**src/rtl/p_div_pow2_pkg.sv**
```systemverilog
// Shared types for the power-of-two divider: lane data configuration,
// carry-up modes and the shift-width helper.
package p_div_pow2_pkg;

  typedef enum logic [1:0] {
    DT_BOOL = 2'd0,
    DT_INT  = 2'd1,
    DT_FXP  = 2'd2,
    DT_FP   = 2'd3
  } dtype_e;

  typedef struct packed {
    dtype_e      dtype;
    logic [15:0] prec;
  } dconf_t;

  localparam dconf_t DEF_DCONF = '{dtype: DT_INT, prec: 16'd8};

  typedef enum logic [1:0] {
    CUP_FLOOR = 2'd0,
    CUP_HALF  = 2'd1,
    CUP_CEIL  = 2'd2
  } cup_mode_t;

  function automatic int calc_sw(input int max_shift);
    return $clog2(max_shift + 1);
  endfunction

endpackage

`ifndef DEF_DCONF
`define DEF_DCONF p_div_pow2_pkg::DEF_DCONF
`endif

```
**src/rtl/p_div_pow2_if.sv**
```systemverilog
// Valid/ready transaction bundle between a producer (master) and the divider (slave).
interface p_div_pow2_if
  import p_div_pow2_pkg::*;
#(
  parameter int LANES     = 4,
  parameter int IW        = 8,
  parameter int OW        = 8,
  parameter int MAX_SHIFT = 8,
  parameter int SW        = calc_sw(MAX_SHIFT)
);
  logic                       in_valid;
  logic                       in_ready;
  logic [LANES*IW-1:0]        in;
  logic [SW-1:0]              shift;
  logic [1:0]                 mode;
  logic                       out_valid;
  logic                       out_ready;
  logic [LANES*OW-1:0]        out;
  logic [LANES*MAX_SHIFT-1:0] rem;
  logic [LANES-1:0]           ovf;

  modport master (
    output in_valid, in, shift, mode, out_ready,
    input  in_ready, out_valid, out, rem, ovf
  );

  modport slave (
    input  in_valid, in, shift, mode, out_ready,
    output in_ready, out_valid, out, rem, ovf
  );
endinterface

```
**src/rtl/p_div_pow2_lane.sv**
```systemverilog
// One lane of the divider: arithmetic shift, remainder extraction and carry-up decision.
// Expects shift_i already clamped to MAX_SHIFT.
module p_div_pow2_lane
  import p_div_pow2_pkg::*;
#(
  parameter int IW        = 8,
  parameter int MAX_SHIFT = 8,
  parameter int SW        = calc_sw(MAX_SHIFT)
) (
  input  logic [IW-1:0]        din_i,
  input  logic [SW-1:0]        shift_i,
  input  logic [1:0]           mode_i,
  output logic [IW:0]          q_o,
  output logic [MAX_SHIFT-1:0] r_o,
  output logic                 carry_o,
  output logic                 sign_o
);
  logic [MAX_SHIFT-1:0] r_s;
  logic [MAX_SHIFT-1:0] half_bit_s;

  // Shift/remainder/carry evaluation; mode 3 falls back to floor
  always_comb begin
    q_o        = $signed({din_i[IW-1], din_i}) >>> shift_i;
    r_s        = MAX_SHIFT'($signed(din_i)) & ~({MAX_SHIFT{1'b1}} << shift_i);
    half_bit_s = {{(MAX_SHIFT-1){1'b0}}, 1'b1} << (shift_i - SW'(1'b1));
    carry_o    = 1'b0;
    if (shift_i == '0) begin
      carry_o = 1'b0;
    end else begin
      case (mode_i)
        CUP_HALF: carry_o = |(r_s & half_bit_s);
        CUP_CEIL: carry_o = |r_s;
        default:  carry_o = 1'b0;
      endcase
    end
    r_o    = r_s;
    sign_o = din_i[IW-1];
  end
endmodule

```
**src/rtl/p_div_pow2_pipe.sv**
```systemverilog
// Two-stage multi-lane power-of-two divider with valid/ready flow control.
// Define P_DIV_POW2_SAT_EN to saturate narrowed results and report ovf per lane.
module p_div_pow2_pipe
  import p_div_pow2_pkg::*;
#(
  parameter int     LANES     = 4,
  parameter int     MAX_SHIFT = 8,
  parameter dconf_t I_CONF    = `DEF_DCONF,
  parameter dconf_t O_CONF    = `DEF_DCONF
) (
  input logic         clk,
  input logic         reset,
  p_div_pow2_if.slave bus
);
  localparam int IW      = int'(I_CONF.prec);
  localparam int OW      = int'(O_CONF.prec);
  localparam int SW      = calc_sw(MAX_SHIFT);
  localparam bit IS_BOOL = (I_CONF.dtype == DT_BOOL) || (O_CONF.dtype == DT_BOOL);

  if (I_CONF.dtype == DT_FP || O_CONF.dtype == DT_FP) begin : g_fp_unsupported
    $error("p_div_pow2_pipe: FP lane data is not supported");
  end

  logic                              adv1_s, adv2_s;
  logic [SW-1:0]                     shift_c_s;
  logic [LANES-1:0][IW:0]            q_s;
  logic [LANES-1:0][MAX_SHIFT-1:0]   r_s;
  logic [LANES-1:0]                  carry_s, sign_s;

  logic                              s1_valid_q;
  logic [LANES-1:0][IW:0]            s1_q_q;
  logic [LANES-1:0][MAX_SHIFT-1:0]   s1_r_q;
  logic [LANES-1:0]                  s1_carry_q, s1_sign_q;

  logic                              out_valid_q;
  logic [LANES-1:0][OW-1:0]          out_q, out_d;
  logic [LANES-1:0][MAX_SHIFT-1:0]   rem_q, rem_d;
  logic [LANES-1:0]                  ovf_q, ovf_d;

  assign adv2_s = !out_valid_q || bus.out_ready;
  assign adv1_s = !s1_valid_q || adv2_s;

  // Clamp the requested shift to the supported range
  always_comb begin
    if (bus.shift > SW'(MAX_SHIFT)) begin
      shift_c_s = SW'(MAX_SHIFT);
    end else begin
      shift_c_s = bus.shift;
    end
  end

  for (genvar i = 0; i < LANES; i++) begin : g_lane
    logic [IW:0]          sum_s;
    logic [OW-1:0]        out_l_s;
    logic [MAX_SHIFT-1:0] rem_l_s;
    logic                 ovf_l_s;

    p_div_pow2_lane #(.IW(IW), .MAX_SHIFT(MAX_SHIFT), .SW(SW)) u_lane (
      .din_i   (bus.in[i*IW +: IW]),
      .shift_i (shift_c_s),
      .mode_i  (bus.mode),
      .q_o     (q_s[i]),
      .r_o     (r_s[i]),
      .carry_o (carry_s[i]),
      .sign_o  (sign_s[i])
    );

`ifdef P_DIV_POW2_SAT_EN
    localparam int WW = IW + OW + 2;
    localparam logic signed [WW-1:0] OMAX = (WW'(1'b1) << (OW - 1)) - WW'(1'b1);
    localparam logic signed [WW-1:0] OMIN = -(WW'(1'b1) << (OW - 1));
    localparam logic [OW-1:0] OMAX_O = OMAX[OW-1:0];
    localparam logic [OW-1:0] OMIN_O = OMIN[OW-1:0];
    logic signed [WW-1:0] wide_s;

    // Round, then clamp to the output range; direction follows the input sign
    always_comb begin
      sum_s  = s1_q_q[i] + {{IW{1'b0}}, s1_carry_q[i]};
      wide_s = WW'($signed(sum_s));
      if (wide_s > OMAX || wide_s < OMIN) begin
        out_l_s = s1_sign_q[i] ? OMIN_O : OMAX_O;
        ovf_l_s = 1'b1;
      end else begin
        out_l_s = OW'($signed(sum_s));
        ovf_l_s = 1'b0;
      end
      rem_l_s = s1_r_q[i];
      if (IS_BOOL) begin
        out_l_s = '0;
        ovf_l_s = 1'b0;
        rem_l_s = '0;
      end else begin
        rem_l_s = s1_r_q[i];
      end
    end
`else
    logic unused_sign_s;
    assign unused_sign_s = s1_sign_q[i];

    // Round, then wrap or sign-extend to the output width
    always_comb begin
      sum_s   = s1_q_q[i] + {{IW{1'b0}}, s1_carry_q[i]};
      out_l_s = OW'($signed(sum_s));
      ovf_l_s = 1'b0;
      rem_l_s = s1_r_q[i];
      if (IS_BOOL) begin
        out_l_s = '0;
        rem_l_s = '0;
      end else begin
        rem_l_s = s1_r_q[i];
      end
    end
`endif

    assign out_d[i] = out_l_s;
    assign rem_d[i] = rem_l_s;
    assign ovf_d[i] = ovf_l_s;
  end

  // Stage 1 captures shift results on the in handshake; stage 2 holds outputs while stalled
  always_ff @(posedge clk or posedge reset) begin
    if (reset) begin
      s1_valid_q  <= 1'b0;
      s1_q_q      <= '0;
      s1_r_q      <= '0;
      s1_carry_q  <= '0;
      s1_sign_q   <= '0;
      out_valid_q <= 1'b0;
      out_q       <= '0;
      rem_q       <= '0;
      ovf_q       <= '0;
    end else begin
      if (adv1_s) begin
        s1_valid_q <= bus.in_valid;
        if (bus.in_valid) begin
          s1_q_q     <= q_s;
          s1_r_q     <= r_s;
          s1_carry_q <= carry_s;
          s1_sign_q  <= sign_s;
        end
      end
      if (adv2_s) begin
        out_valid_q <= s1_valid_q;
        if (s1_valid_q) begin
          out_q <= out_d;
          rem_q <= rem_d;
          ovf_q <= ovf_d;
        end
      end
    end
  end

  assign bus.in_ready  = adv1_s;
  assign bus.out_valid = out_valid_q;
  assign bus.out       = out_q;
  assign bus.rem       = rem_q;
  assign bus.ovf       = ovf_q;
endmodule

```
**src/flat_wrapper.sv**
```systemverilog
// flat-port wrapper written by rule: the top's interface ports become plain ports
module p_div_pow2_pipe_flat import p_div_pow2_pkg::*;
#(
  parameter int     LANES     = 4,
  parameter int     MAX_SHIFT = 8,
  parameter dconf_t I_CONF    = `DEF_DCONF,
  parameter dconf_t O_CONF    = `DEF_DCONF
)
  (clk, reset, bus_in_valid, bus_in, bus_shift, bus_mode, bus_out_ready, bus_in_ready, bus_out_valid, bus_out, bus_rem, bus_ovf);
  p_div_pow2_if #(.LANES(LANES), .IW(8), .OW(8), .MAX_SHIFT(MAX_SHIFT), .SW(4)) bus_i ();
  input logic clk;
  input logic reset;
  input wire logic [$bits(bus_i.in_valid)-1:0] bus_in_valid;
  input wire logic [$bits(bus_i.in)-1:0] bus_in;
  input wire logic [$bits(bus_i.shift)-1:0] bus_shift;
  input wire logic [$bits(bus_i.mode)-1:0] bus_mode;
  input wire logic [$bits(bus_i.out_ready)-1:0] bus_out_ready;
  output wire logic [$bits(bus_i.in_ready)-1:0] bus_in_ready;
  output wire logic [$bits(bus_i.out_valid)-1:0] bus_out_valid;
  output wire logic [$bits(bus_i.out)-1:0] bus_out;
  output wire logic [$bits(bus_i.rem)-1:0] bus_rem;
  output wire logic [$bits(bus_i.ovf)-1:0] bus_ovf;
  assign bus_i.in_valid = bus_in_valid;
  assign bus_i.in = bus_in;
  assign bus_i.shift = bus_shift;
  assign bus_i.mode = bus_mode;
  assign bus_i.out_ready = bus_out_ready;
  assign bus_in_ready = bus_i.in_ready;
  assign bus_out_valid = bus_i.out_valid;
  assign bus_out = bus_i.out;
  assign bus_rem = bus_i.rem;
  assign bus_ovf = bus_i.ovf;
  p_div_pow2_pipe #(.LANES(LANES), .MAX_SHIFT(MAX_SHIFT), .I_CONF(I_CONF), .O_CONF(O_CONF)) u_core (.clk(clk), .reset(reset), .bus(bus_i));
endmodule
```
**config.mk**
```make
export PLATFORM = sky130hd
export DESIGN_NAME = p_div_pow2_pipe_flat
export DESIGN_NICKNAME = d
export VERILOG_FILES = /design/src/rtl/p_div_pow2_pkg.sv /design/src/rtl/p_div_pow2_if.sv /design/src/rtl/p_div_pow2_lane.sv /design/src/rtl/p_div_pow2_pipe.sv /design/src/flat_wrapper.sv
export SDC_FILE = /design/constraint.sdc
export NUM_CORES = 1
export LEC_CHECK = 0
export BUFFER_PORTS_ARGS = -buffer_cell sky130_fd_sc_hd__buf_2
export CAP_MARGIN = 20
export CORE_MARGIN = 5
export CORE_UTILIZATION = 40
export DETAILED_ROUTE_END_ITERATION = 8
export PLACE_DENSITY_LB_ADDON = 0.1
export SETUP_SLACK_MARGIN = 0.3
export SLEW_MARGIN = 20
export SYNTH_ARGS = -nofsm -noshare
export SYNTH_HDL_FRONTEND = slang
export SYNTH_HIERARCHICAL = 1
export SYNTH_SLANG_ARGS = --single-unit
```
**constraint.sdc**
```tcl
create_clock -name clk -period 8.55 [get_ports clk]
set_input_delay 1.2825 -clock clk [delete_from_list [all_inputs] [get_ports clk]]
set_output_delay 1.2825 -clock clk [all_outputs]
set_load 0.03 [all_outputs]
```
==> metrics.cfg <==
[floorplanning]
initial_core_util = 0.409
floorplan.die.height_um = 152
number_of_rows_in_the_core_area = 51
die_area_um2 = 23000
die_w_um = 152
placeableCoreArea_um2 = 19600
boundaryPins = 112

[final_layout]
layout.cell_area.non_filler_um2 = 9330
antenna-diode-count = 0
syn2layout_area_growth_pct = 16.3
final_layout_size_suffix_gt1_frac = 0.346
post-route-util = 0.476
layout.nets = 886

[worst_setup_path]
crit_fanout = 41
critical_path_arrival_ns = 4.70
worst_setup_path_class = input pin to register
critPathCaptureType = register
required_ns = 8.85
setup.worst_path.start_class = input pin

[power_and_ir_drop]
p_leak_uw = 0.00418
peakVddDrop_v = 0.000150
powerDensity_nw_per_um2 = 255

[clocking]
clockBufferDepth = 2
cts_made_buffers = 17
worst_skew_pair.late_latency_ns = 0.42
cts_sink_cnt = 134
postCtsHoldBufs = 0
cts_tree = yes
resize_count_post_cts = 0
cts_htree_levels = 4
root_buffer = sky130_fd_sc_hd__clkbuf_16
clk_pin_slew_worst_setup_hold_paths_ns = 0.06
cts_setup_buffers = 0

[global_routing]
grt_max_degree = 72
via_count_of_the_first_global_routing_pass = 6108
grt-ovfl-total = 0
antenna_found_initial = 0
gr-usage-all-layers = 0.180
grt_first_pass_wirelength_mm = 32.6

[synth]
avgSynthCellArea_um2 = 10.8
synthesis.area_um2 = 8020
postSynthCellCount = 739
synth_warnings = 6

[route]
avgViaCountPerCell = 5.40
detail_route.drc_violations = 0
route.antenna.remaining_nets = 0
detail_route.iter0.violations = 468
drt-pass1-iter-count = 5
vias = 5924
detail_route.wl_per_cell_um = 18.1
totalWireLength_mm = 19.9

[timing]
hold_violations = 0
timing_max_transition_violations_final = 0
rsz0062_at_grt = no
hold_slack_ns = 0.498
part_of_the_cycle_the_worst_path_needs = 0.515
max_clock_freq_mhz = 227
worstMarginPinSlew_ns = 1.06
fin_setup_tns_ns = 0
timing.clock.skew_ns = 0.00782
setup-violations-final = 0
timing.final.crit_period_ns = 4.40
slew-limit-headroom = 0.291

[min_path]
holdCritPathClass = register to register

[placed_design]
place_congestion = 0.845
port-buffer-count = 107
detailed_place.area_um2 = 8620
post_dp_hpwl_mm = 13.6

[run]
maxCapViolations = 0

[status]
status = completed

final timing paths:
path / start / to / slack (ns) / depth (start not counted)
setup / recovery: bus_shift[3] / u_core/s1_carry_q[1] / 4.15 / 11
hold / removal: u_core/g_lane[3].rem_l_s[4] / u_core/bus.rem[28] / 0.50 / 1
setup reg to reg: u_core/bus.out_valid / u_core/bus.rem[23] / 6.32 / 4
hold reg to reg: u_core/g_lane[3].rem_l_s[4] / u_core/bus.rem[28] / 0.50 / 1
max in group asynchronous: reset / u_core/bus.rem[23] / 6.30 / 3
min in group asynchronous: reset / u_core/bus.rem[3] / 0.94 / 2
metal layers:
| layer | part of all wire | global-route usage | vias to the layer above |
|---|---|---|---|
| met5 | 0 | 0 | - |
| met4 | 0.014 | 0.0575 | 0 |
| met3 | 0.046 | 0.0354 | 23 |
| met2 | 0.46 | 0.284 | 172 |
| met1 | 0.48 | 0.252 | 2908 |
| li1 | - | - | 2821 |
report_power, final:
part	switching (uW)	total, uW	leakage, uW	internal (uW)
registers	88.1	856	0.00162	768
clock network	279	873	0.000338	594
logic	388	649	0.00223	261
total	755	2380	0.00418	1620
layout by cell type, fill, tap and decap left out, drive strengths merged, types with 16 or more instances in the layout:
cell type	n
a31oi	22
inv	34
a21oi	56
ha	24
mux2	120
dfrtp	134
clkbuf	21
o21ai	33
nand3	16
nand2	45
nor2	38
buf	114
flip-flops by register name, summed over array words and instances (netlist names):
signal,flops
u_core/bus.out,32
u_core/bus.rem,32
u_core/g_lane.rem_l_s,32
u_core/s1_q_q,32
u_core/s1_carry_q,4
u_core/bus.out_valid,1
u_core/s1_valid_q,1
metrics by stage:
stage / total power, uW / cells / setup slack [ns]
after detailed placement: 1520 / 1066 / 3.73
final: 2380 / 1098 / 4.15
after CTS: 2410 / 1098 / 4.16
after global placement: 1510 / 1066 / 3.85
after floorplan: 1330 / 742 / 3.68
after global routing: 2510 / 1098 / 3.93
critical path, stage by stage:
cell                      delay [ns]
sky130_fd_sc_hd__buf_2          0.65
sky130_fd_sc_hd__nor2b_4        0.34
sky130_fd_sc_hd__buf_4          0.36
sky130_fd_sc_hd__or2_2          0.37
sky130_fd_sc_hd__inv_1          0.12
sky130_fd_sc_hd__ha_1           0.18
sky130_fd_sc_hd__inv_1          0.05
sky130_fd_sc_hd__a221o_1        0.31
sky130_fd_sc_hd__or4_1          0.55
sky130_fd_sc_hd__a32o_1         0.22
sky130_fd_sc_hd__mux2_2         0.25
layout make-up:
type                    count  area [um2]
clock buffers              21         460
clock inverters            11         244
fillers                  1850       10300
inverters                  33         129
multi-input cells         520        4220
flip-flops and latches    134        3350
well taps                 265         332
repair buffers            114         588
No activity file was read; power rests on OpenSTA's default activity.
